===== config.mk =====
export PLATFORM = sky130hd
export DESIGN_NAME = prog_fetch_ctrl
export DESIGN_NICKNAME = d
export VERILOG_FILES = /design/src/rtl/prog_fetch_ctrl.sv
export SDC_FILE = /design/constraint.sdc
export NUM_CORES = 1
export LEC_CHECK = 0
export BUFFER_PORTS_ARGS = -buffer_cell sky130_fd_sc_hd__buf_2
export CORE_MARGIN = 10
export CORE_UTILIZATION = 50
export CTS_BUF_LIST = sky130_fd_sc_hd__clkbuf_2
export DETAILED_ROUTE_END_ITERATION = 8
export PLACE_DENSITY = 0.9
export REMOVE_ABC_BUFFERS = 1
export SYNTH_ARGS = -nofsm -noshare
export SYNTH_HDL_FRONTEND = slang
export SYNTH_SLANG_ARGS = --single-unit

===== constraint.sdc =====
create_clock -name clk -period 2.1 [get_ports clk]
set_input_delay 0.315 -clock clk [delete_from_list [all_inputs] [get_ports clk]]
set_output_delay 0.315 -clock clk [all_outputs]
set_load 0.05 [all_outputs]

===== src/rtl/prog_fetch_ctrl.sv =====
// Instruction sequencer: owns the program counter, latches ROM words through a
// FETCH/EXEC handshake, resolves jumps/halt and counts retired instructions.
module prog_fetch_ctrl #(
   parameter logic [7:0] RESET_PC = 8'h00,
   parameter int         CNT_W    = 16
) (
   input  logic             clk,
   input  logic             rst,
   input  logic             run,
   input  logic [15:0]      instr_i,
   input  logic             stall_i,
   input  logic             pc_load_i,
   input  logic [7:0]       pc_target_i,
   input  logic [7:0]       r15_i,
   input  logic             flag_eq_i,
   input  logic             flag_e_i,
   input  logic             flag_f_i,
   output logic [7:0]       pc_o,
   output logic [15:0]      ir_o,
   output logic             exec_o,
   output logic             halt_o,
   output logic [1:0]       state_o,
   output logic [CNT_W-1:0] icount_o
);

   typedef enum logic [1:0] {
      S_IDLE  = 2'b00,
      S_FETCH = 2'b01,
      S_EXEC  = 2'b10,
      S_HALT  = 2'b11
   } state_t;

   state_t           r_state;
   state_t           w_state_nxt;
   logic [7:0]       r_pc;
   logic [15:0]      r_ir;
   logic [CNT_W-1:0] r_icount;
   logic             w_retire;
   logic             w_cond;
   logic             w_jump;
   logic             w_halt;

   function automatic logic [CNT_W-1:0] sat_inc(input logic [CNT_W-1:0] v);
      return (&v) ? v : v + {{(CNT_W-1){1'b0}}, 1'b1};
   endfunction

   assign w_retire = (r_state == S_EXEC) && !stall_i;
   // ir[1] deliberately takes no part in the jump condition
   assign w_cond   = (r_ir[3] & flag_e_i) | (r_ir[2] & flag_f_i) | (r_ir[0] & flag_eq_i);
   assign w_jump   = (r_ir[15:12] == 4'hE) && w_cond;
   // A simultaneous R15 write outranks the halt opcode
   assign w_halt   = !pc_load_i && (r_ir[15:12] == 4'hF) && (r_ir[3:0] == 4'h0);

   always_ff @(posedge clk) begin
      if (rst) r_state <= S_IDLE;
      else     r_state <= w_state_nxt;
   end

   always_comb begin
      w_state_nxt = r_state;
      case (r_state)
         S_IDLE:  if (run) w_state_nxt = S_FETCH;
         S_FETCH: w_state_nxt = S_EXEC;
         S_EXEC: begin
            if (!stall_i) begin
               if (w_halt)   w_state_nxt = S_HALT;
               else if (run) w_state_nxt = S_FETCH;
               else          w_state_nxt = S_IDLE;
            end
         end
         default: w_state_nxt = S_HALT;
      endcase
   end

   always_comb begin
      exec_o  = (r_state == S_EXEC);
      halt_o  = (r_state == S_HALT);
      state_o = r_state;
   end

   always_ff @(posedge clk) begin
      if (rst) begin
         r_pc     <= RESET_PC;
         r_ir     <= 16'h0000;
         r_icount <= '0;
      end else begin
         if (r_state == S_FETCH) r_ir <= instr_i;
         if (w_retire) begin
            r_icount <= sat_inc(r_icount);
            if (pc_load_i)   r_pc <= pc_target_i;
            else if (w_jump) r_pc <= r15_i;
            else if (!w_halt) r_pc <= r_pc + 8'd1;
         end
      end
   end

   assign pc_o     = r_pc;
   assign ir_o     = r_ir;
   assign icount_o = r_icount;

endmodule


==> flow_metrics.py <==
metrics = {
    "global_routing": {
        "grt_pass1_vias": 2244,
        "track_usage_pct": 17.1,
        "antenna_found_initial": 0,
        "grt_max_degree": 29,
        "grt_pass1_wl_microns": 10600,
        "gr-total-overflow": 0,
    },
    "finish": {
        "area_delta_synth_final_pct": 27.4,
        "fin_util_pct": 66.9,
        "fillers": 361,
        "diodes": 0,
        "mostFrequentLayoutCells": "buf_2, dfxtp_1, nand2_1",
        "nets": 385,
        "final_common_cell": "buf_2",
        "drive_gt1_share_pct": 32.6,
    },
    "min_path": {
        "hold_depth": 3,
        "holdCritPathClass": "in2reg",
    },
    "yosys": {
        "ys.flop_type": "dfxtp_1",
        "ys_ff_latch": 42,
        "synth-simple-area-share_pct": 27.7,
        "synth_top_family_by_area": "simple AND/OR/NAND/NOR gates",
        "synth_cell_types": 51,
        "synth_compound_area_share_pct": 24.4,
        "synthMuxAreaShare_pct": 3.09,
        "synthArstFlopShare_pct": 0,
        "yosysWarnings": 0,
        "synth_edf_count": 0,
        "syn-cell-area_sq_um": 2140,
        "netlist_instances": 254,
        "seq_area_frac_synth_pct": 39.2,
        "synthAdderAreaFrac_pct": 1.17,
        "synth_xor_area_share_pct": 1.23,
        "avgSynthCellArea_sq_um": 8.44,
    },
    "detailed_routing": {
        "initialDrtViolationCount": 141,
        "ant_nets": 0,
        "routedWlPerCell_microns": 16.6,
        "vias_per_cell": 5.82,
        "num_vias": 2292,
        "wl_microns": 6540,
        "first_pass_iters": 4,
        "drc": 0,
    },
    "floorplanning": {
        "start_util_pct": 52.5,
        "core-area_sq_um": 4090,
        "rows": 23,
        "die_height_microns": 85.5,
        "die_w_microns": 85.5,
        "io_pins": 84,
        "dieArea_sq_um": 7310,
    },
    "timing": {
        "fin_crit_ns": 1.96,
        "maxSlewViolCount": 0,
        "period_share_pct": 93.3,
        "max_slew.worst_pin.slew_ns": 0.608,
        "rsz0062_at_grt": "no",
        "fin_skew_ns": 0.0117,
        "fmax_ghz": 0.510,
        "slew_headroom_pct": 59.5,
        "tns_ns": 0,
        "final_hold_viol_count": 0,
        "setup_viol": 0,
        "whs_ns": 0.0903,
    },
    "clock_tree": {
        "cts_resized": 0,
        "cts_htree_levels": 2,
        "clk_latency_ns": 0.43,
        "cts_root_buffer": "clkbuf_2",
        "cts_buffers": 5,
        "numClockSinks": 42,
        "cts_buffer_depth": 2,
        "ctsHoldBuffers": 0,
        "clkTransAtPathRegs_ns": 0.21,
        "cts_tree": "yes",
        "cts_setup_buffers": 0,
    },
    "power": {
        "vdd_drop_max_mv": 0.421,
        "p_int_mw": 1.21,
        "p_total_mw": 1.68,
        "p_switching_uw": 464,
        "power.density_nw_per_um2": 613,
        "swShare_pct": 27.7,
        "p_leak_nw": 1.14,
        "pwr-share-clk_pct": 35.6,
        "combPwrFrac_pct": 14.3,
        "power_frac_seq_pct": 50.1,
    },
    "run_status": {
        "status": "complete, no violations",
    },
    "setup_path": {
        "crit_chain": "nor3b_4 > o41a_1 > o21ai_0 > o41ai_1",
        "slowest_stage": "nor3b_4",
        "r2r_cells": 4,
        "cp.arrival_ns": 2.30,
        "crit_fanout": 9,
        "critical_path_class": "reg2reg",
        "required_ns": 2.44,
        "cp.depth": 4,
        "critPathLaunchType": "flop",
        "cpLargestDelayFamily": "compound AO/OA/AOI/OAI gates",
        "path_buf_inv": 0,
        "max_stage_delay_ns": 0.52,
        "worstSetupEndpointType": "flop",
    },
    "place": {
        "gp_congestion": 0.841,
        "io_buffer_count": 83,
        "dp_hpwl_microns": 4920,
    },
    "flow_run": {
        "cap_violations": 0,
    },
}
## registers in the layout, summed over array words and instances (netlist names)
signal	cells
ir_o	16
icount_o	16
pc_o	8
state_o	2
## power by group through the flow
| stage | Sequential [mW] | Clock [mW] | Combinational, mW |
|---|---|---|---|
| after floorplan | 0.925 | 0 | 0.0655 |
| after global placement | 0.854 | 0 | 0.235 |
| after detailed placement | 0.856 | 0 | 0.237 |
| after CTS | 0.840 | 0.597 | 0.239 |
| after global routing | 0.844 | 0.626 | 0.258 |
| final | 0.840 | 0.596 | 0.239 |
## final cells by class
class / instances / area, sq um / area share [%]
Multi-Input combinational cell: 195 / 1230 / 45.2
Inverter: 8 / 30.0 / 1.10
Clock inverter: 3 / 63.8 / 2.34
Sequential cell: 42 / 841 / 30.8
Tap cell: 50 / 62.6 / 2.29
Clock buffer: 5 / 25.0 / 0.916
Timing Repair Buffer: 91 / 475 / 17.4
## cell families after synthesis
| logic type | count (synthesis) |
|---|---|
| AOI/OAI and AO/OA | 78 |
| xor gates and xnor gates | 3 |
| adders and majority gates | 2 |
| buffers and inverters | 17 |
| DFF | 42 |
| muxes | 6 |
| and+or+nand+nor | 106 |
## worst paths after layout
path / startpoint / to / slack, ns
worst max-delay path: state_o[1] / pc_o[0] / 0.14
worst min-delay path: instr_i[8] / ir_o[8] / 0.09
worst max register to register: state_o[1] / pc_o[0] / 0.14
worst min register to register: ir_o[11] / ir_o[11] / 0.46
## through the flow
| stage | std cells | cell area [sq um] | setup slack [ns] |
|---|---|---|---|
| after detailed placement | 386 | 2640 | 0.196 |
| after global placement | 386 | 2640 | 0.228 |
| after CTS | 394 | 2730 | 0.141 |
| final | 394 | 2730 | 0.141 |
| after floorplan | 245 | 2110 | -0.265 |
| after global routing | 394 | 2730 | 0.00641 |
## Yosys cell counts (2+ instances only)
library cell	number	area [sq um]
or4_1	5	37.5
o31ai_1	7	52.6
a21oi_1	35	175
a221oi_1	3	26.3
ha_1	2	25.0
dfxtp_1	42	841
clkbuf_1	7	26.3
o21bai_1	2	15.0
mux2_2	5	56.3
nand3_1	9	45.0
and4_1	3	26.3
nor2b_1	6	37.5
o21ai_0	9	45.0
o311a_1	2	20.0
o211ai_1	2	15.0
o311ai_0	2	17.5
and2_1	5	31.3
nor2_1	8	30.0
xnor2_1	2	17.5
inv_1	8	30.0
a211oi_1	3	22.5
nand2b_1	2	12.5
o41ai_1	3	26.3
nand4_1	6	37.5
nand2_1	41	154
nor3_1	7	35.0
or3_1	4	25.0
## worst register-to-register path, delay by kind of cell, from the launching register on
kind | cells | cell delay (ns)
AO/OA/AOI/OAI | 3 | 0.86
AND/OR/NAND/NOR | 1 | 0.52
flip-flops | 1 | 0.49
## metal layers
| metal | up-vias | global-route usage, % | part of all wire, % |
|---|---|---|---|
| li1 | 1128 | - | - |
| met4 | 0 | 5.54 | 1.2 |
| met1 | 1051 | 19.8 | 41 |
| met5 | - | 0 | 0 |
| met2 | 104 | 28.5 | 48 |
| met3 | 9 | 6.24 | 11 |
Power figures use the tool's default switching activity.
